`src/rtl/aap_fetch_pkg.sv`:
```
// Shared types and constants for the AAP instruction fetch sequencer.
package aap_fetch_pkg;

    typedef enum logic [1:0] {
        IDLE     = 2'd0,
        FETCH_LO = 2'd1,
        FETCH_HI = 2'd2,
        HOLD     = 2'd3
    } fetch_state_t;

    localparam int PC_W_DEFAULT    = 24;
    localparam int DIV_MAX_DEFAULT = 217;
    localparam int INSN32_FLAG_BIT = 15;

    // Bit 15 of the first halfword marks a 32-bit instruction.
    function automatic logic is_insn32(input logic [15:0] halfword);
        return halfword[INSN32_FLAG_BIT];
    endfunction

endpackage

```
`src/rtl/aap_tick_divider.sv`:
```
// Free-running 0..DIV_MAX counter producing a single-cycle tick at terminal count.
module aap_tick_divider
    import aap_fetch_pkg::*;
#(
    parameter int DIV_MAX = DIV_MAX_DEFAULT
) (
    input  logic CLOCK_50,
    input  logic reset,
    output logic tick
);

    localparam int CNT_W = (DIV_MAX > 0) ? $clog2(DIV_MAX + 1) : 1;

    logic [CNT_W-1:0] count;

    assign tick = (count == CNT_W'(DIV_MAX));

    always_ff @(posedge CLOCK_50) begin
        if (reset || tick) begin
            count <= '0;
        end else begin
            count <= count + CNT_W'(1);
        end
    end

endmodule

```
`src/rtl/aap_fetch_sequencer.sv`:
```
// Fetches 16/32-bit AAP instructions halfword by halfword and hands them to the decoder.
// Define FETCH_THROTTLE_EN to limit fetch starts to one per DIV_MAX+1 cycles.
module aap_fetch_sequencer
    import aap_fetch_pkg::*;
#(
    parameter int PC_W    = PC_W_DEFAULT,
    parameter int DIV_MAX = DIV_MAX_DEFAULT
) (
    input  logic            CLOCK_50,
    input  logic            reset,
    input  logic            run,
    output logic            imem_req,
    output logic [PC_W-1:0] imem_addr,
    input  logic            imem_ack,
    input  logic [15:0]     imem_rdata,
    output logic            insn_valid,
    input  logic            insn_ready,
    output logic [31:0]     insn_word,
    output logic            insn_is32,
    output logic [PC_W-1:0] insn_pc,
    input  logic            branch_valid,
    input  logic [PC_W-1:0] branch_target,
    output logic [1:0]      state
);

    fetch_state_t    state_q, state_d;
    logic [PC_W-1:0] pc_q, pc_d;
    logic [31:0]     word_q, word_d;
    logic            is32_q, is32_d;
    logic            tick;

`ifdef FETCH_THROTTLE_EN
    aap_tick_divider #(
        .DIV_MAX (DIV_MAX)
    ) u_tick_divider (
        .CLOCK_50 (CLOCK_50),
        .reset    (reset),
        .tick     (tick)
    );
`else
    logic unused_div_max;
    assign unused_div_max = (DIV_MAX > 0);
    assign tick = 1'b1;
`endif

    assign state      = state_q;
    assign imem_req   = (state_q == FETCH_LO) || (state_q == FETCH_HI);
    assign imem_addr  = (state_q == FETCH_HI) ? pc_q + PC_W'(1) : pc_q;
    assign insn_valid = (state_q == HOLD);
    assign insn_word  = word_q;
    assign insn_is32  = is32_q;
    assign insn_pc    = pc_q;

    always_ff @(posedge CLOCK_50) begin
        if (reset) begin
            state_q <= IDLE;
            pc_q    <= '0;
            word_q  <= '0;
            is32_q  <= 1'b0;
        end else begin
            state_q <= state_d;
            pc_q    <= pc_d;
            word_q  <= word_d;
            is32_q  <= is32_d;
        end
    end

    always_comb begin
        state_d = state_q;
        pc_d    = pc_q;
        word_d  = word_q;
        is32_d  = is32_q;

        case (state_q)
            IDLE: begin
                if (run && tick) begin
                    state_d = FETCH_LO;
                end
            end
            FETCH_LO: begin
                if (imem_ack) begin
                    word_d[15:0] = imem_rdata;
                    if (is_insn32(imem_rdata)) begin
                        state_d = FETCH_HI;
                    end else begin
                        word_d[31:16] = '0;
                        is32_d        = 1'b0;
                        state_d       = HOLD;
                    end
                end
            end
            FETCH_HI: begin
                if (imem_ack) begin
                    word_d[31:16] = imem_rdata;
                    is32_d        = 1'b1;
                    state_d       = HOLD;
                end
            end
            HOLD: begin
                if (insn_ready) begin
                    pc_d = pc_q + (is32_q ? PC_W'(2) : PC_W'(1));
`ifdef FETCH_THROTTLE_EN
                    state_d = IDLE;
`else
                    state_d = run ? FETCH_LO : IDLE;
`endif
                end
            end
            default: state_d = IDLE;
        endcase

        // A redirect overrides everything above, including a same-cycle ack or increment.
        if (branch_valid) begin
            pc_d    = branch_target;
            word_d  = word_q;
            is32_d  = is32_q;
            state_d = run ? FETCH_LO : IDLE;
        end
    end

endmodule

```
`config.mk`:
```
export PLATFORM = sky130hd
export DESIGN_NAME = aap_fetch_sequencer
export DESIGN_NICKNAME = d
export VERILOG_FILES = /design/src/rtl/aap_fetch_pkg.sv /design/src/rtl/aap_tick_divider.sv /design/src/rtl/aap_fetch_sequencer.sv
export SDC_FILE = /design/constraint.sdc
export NUM_CORES = 1
export LEC_CHECK = 0
export ABC_CLOCK_PERIOD_IN_PS = 2600
export CORE_MARGIN = 1.5
export CORE_UTILIZATION = 44
export CTS_CLUSTER_SIZE = 24
export DETAILED_ROUTE_END_ITERATION = 6
export PLACE_DENSITY = 0.85
export SLEW_MARGIN = 30
export SYNTH_ARGS = -nofsm -noshare
export SYNTH_HDL_FRONTEND = slang
export SYNTH_SLANG_ARGS = --single-unit
export TNS_END_PERCENT = 5
```
`constraint.sdc`:
```
create_clock -name CLOCK_50 -period 2.6 [get_ports CLOCK_50]
set_input_delay 0.26 -clock CLOCK_50 [delete_from_list [all_inputs] [get_ports CLOCK_50]]
set_output_delay 0.26 -clock CLOCK_50 [all_outputs]
set_load 0.05 [all_outputs]
```
# Word-level counts from Yosys, hierarchy flattened
# Cells that the tools add are included.
# op_classes
reduce_logical	9
n_mux	21
order_cmp	0
bitwise	1
mul	0
n_eq_ne	10
div	0
shift	0
add_sub_neg	2
# ops
operator	count
two-way mux 24 bit	4
two-way mux 16 bit	2
two-way mux 32 bit	1
case mux 16 bit (2 select lines)	1
adder 24 x 1 -> 24 bit, second input constant	1
adder 24 x 2 -> 24 bit	1
two-way mux 2 bit	6
!= test 3 bit, second input constant	3
case mux 2 bit (4 select lines)	1
!= test 2 bit, second input constant	3
nonzero test 2 bit	3
two-way mux 1 bit	5
AND reduction 5 bit	1
equality test 2 bit, second input constant	2
AND reduction 4 bit	1
!= test 3 x 1 -> 1 bit, second input constant	1
AND reduction 3 bit	1
equality test 2 x 1 -> 1 bit, second input constant	1
zero test 2 bit	1
case mux 1 bit (2 select lines)	1
AND reduction 2 bit	1
logical OR 1 bit	1
inverter 1 bit	1
# totals
output_inout_bits	85
memories	0
ramBits	0
register_bits	59
romBits	0
wordCells	48
latchBits	0

# Depth between registers and ports, before layout
# depth
depth_word	5
mapped_depth	8
depth_no_buf	8

# Least setup slack after synthesis
# Ideal clock, no wire load.
# synth_timing
kind	reg2out
from	register state_q[1] (netlist: state[1])
to	output imem_addr[17]
arrival_time_ps	2810
n_path_buf	1
path_slack_ps	-470
t_required_ps	2340
stages_incl_launch_ff	7
cell_sequence	dfxtp_1 > ha_1 > clkbuf_1 > nand3_1 > or4_1 > nand2b_1 > xnor2_1
# synth_via
elab_chain_len	2
# synth_rtl
element	line_no	text
start: declaration	aap_fetch_sequencer.sv:26	fetch_state_t state_q, state_d;
start signal: assignment	aap_fetch_sequencer.sv:61	state_q <= state_d;
equality test 2 bit	aap_fetch_sequencer.sv:48	assign imem_addr = (state_q == FETCH_HI) ? pc_q + PC_W'(1) : pc_q;
two-way mux 24 bit	aap_fetch_sequencer.sv:48	
end: declaration	aap_fetch_sequencer.sv:13	output logic [PC_W-1:0] imem_addr,
# No other way between the ends.

# Worst setup path after layout
# layout_timing
from	register state_q[0] (netlist: state[0])
to	output imem_addr[16]
# Same word-level chain as after synthesis.

==> impl_metrics.ini <==
[job]
max_cap_viol_count = 0

[sta]
finalSetupViolCount = 0
setup_tns_ns = 0
max_slew_margin = 0.543
hold_viol = 0
worst_pin_slew_ns = 0.685
period_needed_ns = 2.57
fmax_mhz = 390
fin_skew_ns = 0.00678
period_share = 0.987
rsz0062_at_grt = true
whs_ns = 0.454
drv_slew = 0

[placed_design]
place_area_mm2 = 0.00495
dp_hpwl_um = 7700
globalplace.congestion = 0.898
port_buffers = 130
dp.cells = 629

[routing]
via_count = 3770
detail_route.drc_violations = 0
vias_per_cell = 5.84
ant_nets = 0
first_iter_violations = 306
drtPass1Iterations = 6
wl_um = 10800
wl_per_cell_um = 16.7

[global_route]
grt-ovfl-total = 0
antenna_found_initial = 0
grt_max_degree = 38
grtUsageTotal = 0.277
grt_pass1_wl_um = 17100
grt_pass1_vias = 3594

[final_layout]
multi_input_area_mm2 = 0.00204
layout.cells.non_filler = 645
antenna_cells = 0
fin_area_mm2 = 0.00527
area_delta_synth_final_pct = 62.4
drive_above_1_share = 0.156
fillers = 506
post-route-util = 0.734
nets = 597
ff_latch_area_mm2 = 0.00118

[power_and_ir_drop]
leakage_nw = 1.89
p_per_area_mw_per_mm2 = 510
peakVddDrop_mv = 0.398

[run_status]
outcome = completed

[synth]
ys_ff_latch = 59
ys_types = 45
synth_top_area_cell = dfxtp_1
yosys_warnings = 0
synth_top_cell_area_share = 0.364
synth.avg_cell_area_um2 = 7.72
synth.net_count = 475
yosys_most_used_dff = dfxtp_1
ys_seq_area_frac = 0.364
syn_area_mm2 = 0.00324
synthCells = 420
synth_top_cells_by_area = dfxtp_1, nand2_1, a21oi_1
synth_edf_count = 0
async_flop_share = 0

[die]
die-area_mm2 = 0.00790
rows = 31
design.portCount = 131
core-area_mm2 = 0.00718
die_h_um = 88.9
start_util = 0.452
fp.dieW_um = 88.9

[critical_path]
path_cells = inv_2, ha_2, buf_12, nand4_1, or2_4, nor2_1, xor2_1, buf_12
rr_startpoint = insn_pc[0]
worstPathRequired_ns = 2.34
crit_path_start_kind = register
critPathMaxFanout = 25
critical_path_class = register to primary output
slowest_stage = dfxtp_2
critical_path.startpoint = state[0]
critPathMostFrequentCell = buf_12
critPathMaxStageDelay_ns = 0.34
path_delay_family = simple AND/OR/NAND/NOR gates
crit_buf_inv = 3
worstPathArrival_ns = 2.31
setup.worst_path.end_class = primary output

[worst_hold_path]
min_path_type = register to register
worstHoldStart = insn_word[21]

[clock_tree]
path_clk_slew_ns = 0.07
numCtsBuffers = 9
cts_root_buf = clkbuf_8
htreeDepth = 3
insertion_delay_ns = 0.34
holdBufCountCts = 0
cts_tree = built
clockBufferDepth = 2
clock_sinks = 59
## cells in the mapped netlist (3+ instances only)
| library cell | n |
|---|---|
| or4_1 | 6 |
| ha_1 | 8 |
| a21oi_1 | 42 |
| xor2_1 | 13 |
| buf_1 | 3 |
| o31ai_1 | 6 |
| and4_1 | 3 |
| nand4_1 | 24 |
| a211oi_1 | 5 |
| a311oi_1 | 14 |
| nand2b_1 | 4 |
| buf_2 | 5 |
| xnor2_1 | 14 |
| or3_1 | 9 |
| nand2_1 | 72 |
| clkbuf_1 | 25 |
| and3_1 | 7 |
| nor2_1 | 29 |
| inv_1 | 11 |
| nor4_1 | 5 |
| nor3_1 | 8 |
| o21ai_0 | 8 |
| dfxtp_1 | 59 |
| nand3_1 | 11 |
## cell usage in the layout, fill, tap and decap left out, types with 7 or more instances in the layout
cell type,count
nor2_1,28
buf_12,23
nand4_1,24
or3_1,9
xnor2_1,9
o21ai_0,8
nand2_1,72
xor2_1,9
and3_1,7
clkbuf_8,9
a311oi_1,14
nor3_1,7
nand3_1,9
dfxtp_1,57
buf_4,17
inv_1,10
a21oi_1,42
clkdlybuf4s50_1,105
## final cells by class
| class | count | share of cell area |
|---|---|---|
| inverter | 12 | 0.00855 |
| sequential | 59 | 0.225 |
| multi-input combinational | 314 | 0.388 |
| timing repair buffer | 146 | 0.312 |
| clock buffer | 9 | 0.0235 |
| tap | 99 | 0.0235 |
| clock inverter | 6 | 0.0200 |
## through the flow
stage          power, W  setup WS [ns]
2_1_floorplan   0.00140        -0.0978
3_3_place_gp    0.00169          0.295
3_5_place_dp    0.00170          0.169
4_1_cts         0.00268        -0.0586
5_1_grt         0.00277        -0.0714
6_report        0.00269         0.0341
## per-layer routing
| metal | wire [µm] | track usage | share of wire | vias to the layer above |
|---|---|---|---|---|
| met2 | 5380 | 0.466 | 0.50 | 208 |
| met3 | 827 | 0.0681 | 0.077 | 34 |
| met4 | 291 | 0.0994 | 0.027 | 0 |
| met5 | 0 | 0 | 0 | - |
| met1 | 4250 | 0.344 | 0.40 | 1785 |
| li1 | - | - | - | 1743 |
## registers in the layout, indices dropped and copies added (netlist names)
signal     flops
insn_pc       24
insn_word     32
insn_is32      1
state          2
## where the power goes
part           switching [W]  internal (W)  leakage (nW)  total [W]
registers          0.0000633      0.000941         0.483    0.00100
logic               0.000407      0.000286          1.28   0.000693
clock network       0.000365      0.000626         0.119   0.000991
## worst reg2reg max path, stage by stage, from the launching register on
cell	delay [ns]
dfxtp_1	0.46
ha_1	0.22
inv_1	0.06
fa_1	0.39
or3_1	0.52
or3_1	0.36
a311oi_1	0.26
## path summary, 6_finish.rpt
| kind | endpoint | slack, ns | depth (start not counted) |
|---|---|---|---|
| setup / recovery | imem_addr[16] | 0.03 | 8 |
| hold / removal | insn_word[21] | 0.45 | 2 |
| setup reg to reg | insn_pc[10] | 0.25 | 6 |
| hold reg to reg | insn_word[21] | 0.45 | 2 |
## logic make-up (layout without fill, tap and decap cells)
group | after synthesis | after routing | share of synthesized area
buffers and inverters | 47 | 173 | 0.0571
adders and majority gates | 9 | 9 | 0.0370
xor gates and xnor gates | 27 | 27 | 0.0729
and+or+nand+nor | 188 | 188 | 0.290
muxes | 2 | 2 | 0.00656
AOI/OAI and AO/OA | 88 | 88 | 0.172
DFF | 59 | 59 | 0.364
## repair_timing
action,in CTS,in global routing
pin swaps,1,2
resized for setup,7,10
setup buffers,1,0
endpoints found under the setup margin,11,12
(Power assumes the default switching activity.)
